<file path="src/rtl/span_coverage_walker.sv">
// Walks a triangle bounding box in LANES-wide horizontal spans, stepping three edge functions
// incrementally and emitting one coverage mask per span. Define SPAN_EMPTY_SKIP_EN to drop all-zero spans.
module span_coverage_walker #(
    parameter int WIDTH  = 320,
    parameter int HEIGHT = 240,
    parameter int LANES  = 4,
    parameter int EDGE_W = 32
) (
    input  logic                       clk,
    input  logic                       rst_n,
    input  logic [3*EDGE_W-1:0]        e_init,
    input  logic [3*EDGE_W-1:0]        e_dx,
    input  logic [3*EDGE_W-1:0]        e_dy,
    input  logic [2:0]                 top_left,
    input  logic [$clog2(WIDTH)-1:0]   bbox_min_x,
    input  logic [$clog2(WIDTH)-1:0]   bbox_max_x,
    input  logic [$clog2(HEIGHT)-1:0]  bbox_min_y,
    input  logic [$clog2(HEIGHT)-1:0]  bbox_max_y,
    input  logic                       in_valid,
    output logic                       in_ready,
    output logic [$clog2(WIDTH)-1:0]   out_x,
    output logic [$clog2(HEIGHT)-1:0]  out_y,
    output logic [LANES-1:0]           out_mask,
    output logic [3*EDGE_W-1:0]        out_e,
    output logic                       out_valid,
    input  logic                       out_ready,
    output logic                       busy
);
    localparam int XW = $clog2(WIDTH);
    localparam int YW = $clog2(HEIGHT);
    localparam int LW = $clog2(LANES);

    typedef enum logic [1:0] {IDLE, LOAD, WALK} state_e;

    state_e                    state_q;
    logic signed [EDGE_W-1:0]  dx_q [3];
    logic signed [EDGE_W-1:0]  dxl_q [3];
    logic signed [EDGE_W-1:0]  dy_q [3];
    logic signed [EDGE_W-1:0]  row_e_q [3];
    logic signed [EDGE_W-1:0]  cur_e_q [3];
    logic [2:0]                tl_q;
    logic [XW-1:0]             min_x_q, max_x_q, cur_x_q;
    logic [YW-1:0]             min_y_q, max_y_q, cur_y_q;
    logic [XW-1:0]             out_x_q;
    logic [YW-1:0]             out_y_q;
    logic [LANES-1:0]          out_mask_q;
    logic [3*EDGE_W-1:0]       out_e_q;
    logic                      out_valid_q;

    logic [LANES-1:0]          span_mask_d;
    logic signed [EDGE_W-1:0]  lane_e;
    logic                      lane_ok;
    logic [XW:0]               span_end_x;
    logic                      row_more, last_span, emit, load_en, step;

    // Lane k sees E + k*A, built from shifted copies of A selected by the bits of k.
    always_comb begin
        span_mask_d = '0;
        lane_e      = '0;
        lane_ok     = 1'b0;
        for (int k = 0; k < LANES; k++) begin
            lane_ok = ({1'b0, cur_x_q} + (XW+1)'(k)) <= {1'b0, max_x_q};
            for (int i = 0; i < 3; i++) begin
                lane_e = cur_e_q[i];
                for (int b = 0; b < LW; b++) begin
                    if (k[b]) lane_e = lane_e + (dx_q[i] << b);
                end
                if (!((lane_e > 0) || ((lane_e == '0) && tl_q[i]))) lane_ok = 1'b0;
            end
            span_mask_d[k] = lane_ok;
        end
    end

    // One extra bit keeps the span-end compare from wrapping near the screen edge.
    assign span_end_x = {1'b0, cur_x_q} + (XW+1)'(LANES);
    assign row_more   = span_end_x <= {1'b0, max_x_q};
    assign last_span  = !row_more && (cur_y_q == max_y_q);
    assign load_en    = !out_valid_q || out_ready;

`ifdef SPAN_EMPTY_SKIP_EN
    assign emit = |span_mask_d;
`else
    assign emit = 1'b1;
`endif

    // A skipped span needs no output slot, so it advances even under back-pressure.
    assign step = (state_q == WALK) && (load_en || !emit);

    always_ff @(posedge clk or negedge rst_n) begin
        if (!rst_n) begin
            state_q     <= IDLE;
            tl_q        <= '0;
            min_x_q     <= '0;
            max_x_q     <= '0;
            cur_x_q     <= '0;
            min_y_q     <= '0;
            max_y_q     <= '0;
            cur_y_q     <= '0;
            out_x_q     <= '0;
            out_y_q     <= '0;
            out_mask_q  <= '0;
            out_e_q     <= '0;
            out_valid_q <= 1'b0;
            for (int i = 0; i < 3; i++) begin
                dx_q[i]    <= '0;
                dxl_q[i]   <= '0;
                dy_q[i]    <= '0;
                row_e_q[i] <= '0;
                cur_e_q[i] <= '0;
            end
        end else begin
            // NOTE: non-blocking throughout; the later WALK load overrides this drain when both happen.
            if (out_valid_q && out_ready) out_valid_q <= 1'b0;
            case (state_q)
                IDLE: begin
                    if (in_valid) begin
                        tl_q    <= top_left;
                        min_x_q <= bbox_min_x;
                        max_x_q <= bbox_max_x;
                        min_y_q <= bbox_min_y;
                        max_y_q <= bbox_max_y;
                        for (int i = 0; i < 3; i++) begin
                            row_e_q[i] <= e_init[i*EDGE_W +: EDGE_W];
                            dx_q[i]    <= e_dx[i*EDGE_W +: EDGE_W];
                            dxl_q[i]   <= e_dx[i*EDGE_W +: EDGE_W] << LW;
                            dy_q[i]    <= e_dy[i*EDGE_W +: EDGE_W];
                        end
                        state_q <= LOAD;
                    end
                end
                LOAD: begin
                    if ((min_x_q > max_x_q) || (min_y_q > max_y_q)) begin
                        state_q <= IDLE;
                    end else begin
                        cur_x_q <= min_x_q;
                        cur_y_q <= min_y_q;
                        for (int i = 0; i < 3; i++) cur_e_q[i] <= row_e_q[i];
                        state_q <= WALK;
                    end
                end
                WALK: begin
                    if (step) begin
                        if (emit) begin
                            out_x_q     <= cur_x_q;
                            out_y_q     <= cur_y_q;
                            out_mask_q  <= span_mask_d;
                            out_valid_q <= 1'b1;
                            for (int i = 0; i < 3; i++) out_e_q[i*EDGE_W +: EDGE_W] <= cur_e_q[i];
                        end
                        if (row_more) begin
                            cur_x_q <= span_end_x[XW-1:0];
                            for (int i = 0; i < 3; i++) cur_e_q[i] <= cur_e_q[i] + dxl_q[i];
                        end else begin
                            cur_y_q <= cur_y_q + 1'b1;
                            cur_x_q <= min_x_q;
                            for (int i = 0; i < 3; i++) begin
                                row_e_q[i] <= row_e_q[i] + dy_q[i];
                                cur_e_q[i] <= row_e_q[i] + dy_q[i];
                            end
                        end
                        if (last_span) state_q <= IDLE;
                    end
                end
                default: state_q <= IDLE;
            endcase
        end
    end

    assign in_ready  = (state_q == IDLE);
    assign busy      = (state_q != IDLE) || out_valid_q;
    assign out_x     = out_x_q;
    assign out_y     = out_y_q;
    assign out_mask  = out_mask_q;
    assign out_e     = out_e_q;
    assign out_valid = out_valid_q;

endmodule
</file>
<file path="config.mk">
export PLATFORM = sky130hd
export DESIGN_NAME = span_coverage_walker
export DESIGN_NICKNAME = d
export VERILOG_FILES = /design/src/rtl/span_coverage_walker.sv
export SDC_FILE = /design/constraint.sdc
export NUM_CORES = 2
export LEC_CHECK = 0
export ABC_CLOCK_PERIOD_IN_PS = 17070
export CAP_MARGIN = 20
export CORE_UTILIZATION = 30
export CTS_CLUSTER_SIZE = 40
export DETAILED_ROUTE_END_ITERATION = 6
export PLACE_DENSITY = 0.47
export SLEW_MARGIN = 20
export SYNTH_ARGS = -nofsm -noshare
export SYNTH_HDL_FRONTEND = slang
export SYNTH_SLANG_ARGS = --single-unit
</file>
<file path="constraint.sdc">
create_clock -name clk -period 17.07 [get_ports clk]
set_clock_uncertainty 0.1 [all_clocks]
set_input_delay 3.414 -clock clk [delete_from_list [all_inputs] [get_ports clk]]
set_output_delay 3.414 -clock clk [all_outputs]
set_load 0.05 [all_outputs]
</file>
=== Yosys cells after proc, flatten, opt, wreduce, memory -nomap -nowiden ===
Cells that the tools add are included.

* Add/sub/neg operators: 20
* Reduce and logical (&&, ||, !) cells: 54
* Mux-type cells: 36
* Order comparisons: 19
* Equality and inequality tests: 8

{| class="wikitable"
|+ Operators with widths
! kind !! number
|-
| $mux W96 || 6
|-
| $add A32 B32 Y32 || 15
|-
| $gt A32 B1 Y1 const B || 12
|-
| $logic_not A32 Y1 || 12
|-
| $pmux W96 S2 || 2
|-
| $le A10 B9 Y1 || 4
|-
| $mux W9 || 3
|-
| $mux W8 || 3
|-
| $add A9 B2 Y10 const B || 2
|-
| $pmux W9 S2 || 1
|-
| $pmux W8 S2 || 1
|-
| $logic_and A1 B1 Y1 || 15
|-
| $logic_or A1 B1 Y1 || 15
|-
| $mux W1 || 15
|-
| $add A9 B1 Y10 const B || 1
|-
| $add A9 B3 Y10 const B || 1
|-
| $ne A2 B2 Y1 const B || 5
|-
| $gt A9 B9 Y1 || 1
|-
| $le A9 B9 Y1 || 1
|-
| $add A8 B1 Y8 const B || 1
|-
| $eq A8 B8 Y1 || 1
|-
| $gt A8 B8 Y1 || 1
|-
| $mux W2 || 4
|-
| $reduce_and A4 Y1 || 2
|-
| other kinds (8) || 13
|}

* Output and inout port bits: 120
* Register bits: 648
* Logic and storage cells: 165
* Input port bits: 329

=== Longest topological paths before layout ===
* Depth after elaboration: 8
* Gate-level depth with buffers: 25
* Mapped depth without buffers: 25

=== Worst setup path after synthesis ===
Ideal clock, no wire load.

* Kind: register to register
* From: reg dx_q[42] (netlist name)
* To: reg out_mask_q[3], in the netlist out_mask[3]
* Stages on the path, launching flop included: 24
* Path slack: 11.221 ns
* Buffers on the path: 1
* Data required time: 16.848 ns
* Arrival time: 5.627 ns
* Clock period less this slack: 5.849 ns
* Cell sequence: dfrtp_1 > ha_1 > a211oi_1 > nor2_1 > or4_1 > a32o_1 > a311oi_1 > o31a_1 > o21bai_1 > xor2_1 > ha_1 > buf_2 > nor2_1 > a2111o_1 > nor4_1 > o2111ai_1 > nor4_1 > nand4_1 > or4_1 > nor4_1 > o2111ai_1 > a2111oi_0 > a2111oi_0 > a32o_1

* Word-level cells in the longest chain between the ends: 7

{| class="wikitable"
|+ Ends and longest elaborated chain
! element !! line !! text
|-
| from (decl) || 36 || <nowiki>logic signed [EDGE_W-1:0] dx_q [3];</nowiki>
|-
| from (signal, indexed assignment) || 124 || <nowiki>dx_q[i] <= e_dx[i*EDGE_W +: EDGE_W];</nowiki>
|-
| $add A32 B32 Y32 || 66 || <nowiki>if (k[b]) lane_e = lane_e + (dx_q[i] << b);</nowiki>
|-
| $add A32 B32 Y32 * || 66 ||
|-
| parallel branches: the longest is 2 deep, another holds $gt A32 B1 Y1 || - ||
|-
| $logic_or A1 B1 Y1 * || 68 || <nowiki>if (!((lane_e > 0) || ((lane_e == '0) && tl_q[i]))) lane_ok = 1'b0;</nowiki>
|-
| $mux W1 * (2 in a row) || 68 ||
|-
| to (signal assigned) || 146 || <nowiki>out_mask_q <= span_mask_d;</nowiki>
|-
| to (decl) || 46 || <nowiki>logic [LANES-1:0] out_mask_q;</nowiki>
|}

Mark *: on every way between the ends.
A chain may end at the register's enable or synchronous reset.

=== Worst setup path after layout ===
* From: reg cur_e_q[35] (netlist name)
* To: reg out_mask_q[3], in the netlist out_mask[3]

* Word-level cells in the longest chain between the ends: 7

{| class="wikitable"
|+ Ends and longest elaborated chain
! element !! line !! text
|-
| from (decl) || 40 || <nowiki>logic signed [EDGE_W-1:0] cur_e_q [3];</nowiki>
|-
| from (signal, indexed assignment) || 158 || <nowiki>cur_e_q[i] <= row_e_q[i] + dy_q[i];</nowiki>
|-
| $add A32 B32 Y32 * (2 in a row) || 66 ||
|-
| parallel branches: the longest is 2 deep, another holds $gt A32 B1 Y1 || - ||
|-
| $logic_or A1 B1 Y1 * || 68 ||
|-
| $mux W1 * (2 in a row) || 68 ||
|}

Marks and branches as above.

==> flow_metrics.env <==
export IMPL_crit_chain="ha_1 > o21ai_0 > o21ai_0 > a31oi_1 > a211oi_1 > a311oi_1 > o31a_1 > o21bai_1 > xor2_1 > ha_1 > nor2_1 > a2111o_1 > nor4_1 > o2111ai_1 > nor4_1 > nand4_1 > or4_1 > nor4_1 > o2111ai_1 > a2111oi_1 > a2111oi_0 > a32o_1"
export IMPL_r2r_start="cur_e_q[35]"
export IMPL_rr_worst_depth=22
export IMPL_coreArea_sq_mm=0.1628
export IMPL_grt_max_degree=170
export IMPL_vias=49070
export IMPL_drive_above_1_share_pct=4.018
export IMPL_slowest_delay_ns=0.74
export IMPL_hold_buffers=0
export IMPL_max_freq_mhz=133.6
export IMPL_place_gp_congestion=0.9362
export IMPL_synth_ff_type="dfrtp_1"
export IMPL_rows=148
export IMPL_grt_usage_pct=25.24
export IMPL_vias_per_cell=5.500
export IMPL_yosys_cell_count_top_type="nand2_1"
export IMPL_regToRegSetupSlack_ns=9.58
export IMPL_yosysWarningCount=0
export IMPL_synthToLayoutAreaGrowth_pct=19.09
export IMPL_arrival_ns=7.98
export IMPL_setup_violations=0
export IMPL_critPathLaunch="cur_e_q[35]"
export IMPL_layout_area_seq_sq_mm=0.01396
export IMPL_firstDrtPassIters=7
export IMPL_slew_violations=0
export IMPL_avgSynthCellArea_sq_um=7.727
export IMPL_hpwlAfterDp_mm=164.9
export IMPL_reg2reg_to="out_mask[3]"
export IMPL_wl_mm=214.9
export IMPL_syn_nets=7227
export IMPL_crit_slowest_cell="a211oi_1"
export IMPL_dieArea_sq_mm=0.1656
export IMPL_cts_made_buffers=76
export IMPL_synth_edf_count=0
export IMPL_htreeDepth=3
export IMPL_ys_ff_latch=558
export IMPL_antenna_left=0
export IMPL_root_buffer="clkbuf_16"
export IMPL_path_clk_slew_ns=0.06
export IMPL_drt_iter0_markers=3783
export IMPL_clockBufferDepth=3
export IMPL_tightest_slew_ns=1.141
export IMPL_grt_ovfl_total=0
export IMPL_fin_ws_ns=9.584
export IMPL_end_kind="register"
export IMPL_drc_errors=0
export IMPL_final_nets=7547
export IMPL_cts_setup_buffers=0
export IMPL_path_class="reg -> reg"
export IMPL_io_pins=449
export IMPL_max_slew_margin_pct=22.92
export IMPL_multi_input_area_sq_mm=0.03353
export IMPL_start_util_pct=30.22
export IMPL_synth_top_area_share_pct=28.39
export IMPL_synthDistinctLibCells=102
export IMPL_crit_path_frequent_cell="nor4_1"
export IMPL_clk_latency_ns=0.71
export IMPL_netlist_area_sq_mm=0.04918
export IMPL_cp_start_kind="register"
export IMPL_hold_slack_ns=0.3695
export IMPL_endpoint="out_mask[3]"
export IMPL_yosysSeqAreaShare_pct=28.39
export IMPL_syn_inst=6365
export IMPL_hold_class="reg -> reg"
export IMPL_maxCapViolations=0
export IMPL_grt_pass1_wl_mm=313.9
export IMPL_drt_wirelength_per_cell_um=24.09
export IMPL_post_route_period_util_pct=43.86
export IMPL_grt_pass1_vias=47240
export IMPL_antenna_found_initial=16
export IMPL_hold_viol_final=0
export IMPL_synthTopCellsByArea="dfrtp_1 (28%), ha_1 (13%), nand2_1 (11%)"
export IMPL_die_h_um=406.9
export IMPL_status="finished clean"
export IMPL_async_flop_share_pct=100.0
export IMPL_tritoncts="done"
export IMPL_dp_slack_ns=9.162
export IMPL_period_minus_slack_ns=7.486
export IMPL_final_setup_tns_ns=0
export IMPL_crit_required_ns=17.57
export IMPL_die_width_um=406.9
export IMPL_worstPathMaxFanout=9
export IMPL_port_buffers=448
export IMPL_clock_sinks=558
export IMPL_ys_top_cells_by_count="nand2_1 (1,437), dfrtp_1 (558), ha_1 (518)"
export IMPL_fillCellCount=17030
export IMPL_yosys_area_top_type="dfrtp_1"
export IMPL_grt_setup_unrepaired="false"
export IMPL_cts_resized=0
## worst min path at each step
| stage | end | from | depth (start not counted) | slack, ns |
|---|---|---|---|---|
| 4_1_cts | out_e[18] | out_e[18] | 2 | 0.38 |
| 5_1_grt | dy_q[34] | dy_q[34] | 2 | 0.40 |
| 6_report | out_e[18] | out_e[18] | 2 | 0.37 |
| 3_3_place_gp | out_e[57] | out_e[57] | 2 | 0.36 |
| 3_5_place_dp | out_e[82] | out_e[82] | 2 | 0.36 |
| 2_1_floorplan | dy_q[0] | dy_q[0] | 2 | 0.35 |
## through the flow
| step | instance area (sq um) | utilization [%] | instances |
|---|---|---|---|
| 6_report | 58570 | 35.98 | 8921 |
| 5_1_grt | 58570 | 35.98 | 8920 |
| 4_1_cts | 58570 | 35.98 | 8920 |
| 3_5_place_dp | 55890 | 34.34 | 8782 |
| 3_3_place_gp | 55890 | 34.34 | 8782 |
| 2_1_floorplan | 49180 | - | 6365 |
## final cells by class
type | count | share of cell area, %
Antenna cell | 1 | 0.004272
Clock buffer | 94 | 3.567
Clock inverter | 44 | 1.002
Inverter | 194 | 1.256
Multi-Input combinational cell | 5353 | 57.24
Sequential cell | 558 | 23.84
Tap cell | 2175 | 4.646
Timing Repair Buffer | 502 | 8.442
## routing by layer
metal  vias up  GRT usage [%]  wire (um)  part of all wire, %
li1      23550              -          -                    -
met1     23810          36.09     103400                   48
met2      1426          39.63      94980                   44
met3       251          3.348      11320                  5.3
met4        24          6.497       5025                  2.3
met5         -              0        149                0.069
## layout by cell type, fill, tap and decap left out, types with 45 or more instances in the layout
master / Yosys / final
a211oi_1: 84 / 84
a21o_1: 159 / 159
a21oi_1: 486 / 485
a31oi_1: 97 / 97
and3_1: 52 / 52
buf_4: 1 / 50
clkbuf_16: 0 / 76
clkdlybuf4s50_1: 0 / 447
dfrtp_1: 558 / 558
ha_1: 518 / 518
inv_1: 193 / 192
nand2_1: 1437 / 1434
nand2b_1: 72 / 71
nand3_1: 114 / 114
nand4_1: 63 / 63
nor2_1: 447 / 444
nor2b_1: 58 / 57
nor3_1: 109 / 109
nor4_1: 65 / 65
o211ai_1: 74 / 74
o21a_1: 86 / 86
o21ai_0: 427 / 426
o21bai_1: 46 / 46
o31ai_1: 48 / 48
or3_1: 45 / 45
xnor2_1: 213 / 213
xor2_1: 119 / 119
## worst max-delay path, delay by kind of cell, from the launching register on
kind	cells	cell delay, ns
DFF	1	0.46
xor gates and xnor gates	1	0.17
and+or+nand+nor	6	1.79
adders and majority gates	2	0.91
AOI/OAI and AO/OA	13	3.97
## flip-flops by register name, summed over array words and instances (netlist names)
name,count
out_valid,1
tl_q,3
min_y_q,8
max_x_q,9
min_x_q,9
out_mask,4
max_y_q,8
row_e_q,96
cur_e_q,96
dy_q,96
out_x,9
state_q,2
out_y,8
dx_q,96
cur_x_q,9
cur_y_q,8
out_e,96
## kinds of logic (layout without fill, tap and decap cells)
group,count (synthesis),after routing,share of synthesized area [%]
AOI/OAI and AO/OA,1842,1842,24.05
adders and majority gates,533,533,13.79
muxes,36,36,0.7683
xor gates and xnor gates,332,332,5.912
DFF,558,558,28.39
buffers and inverters,454,834,3.610
other,0,1,0
and+or+nand+nor,2610,2610,23.48
Power is left out: the tool's default activity adds up to more than one toggle a clock period on the data nets, which glitch-free logic cannot reach.
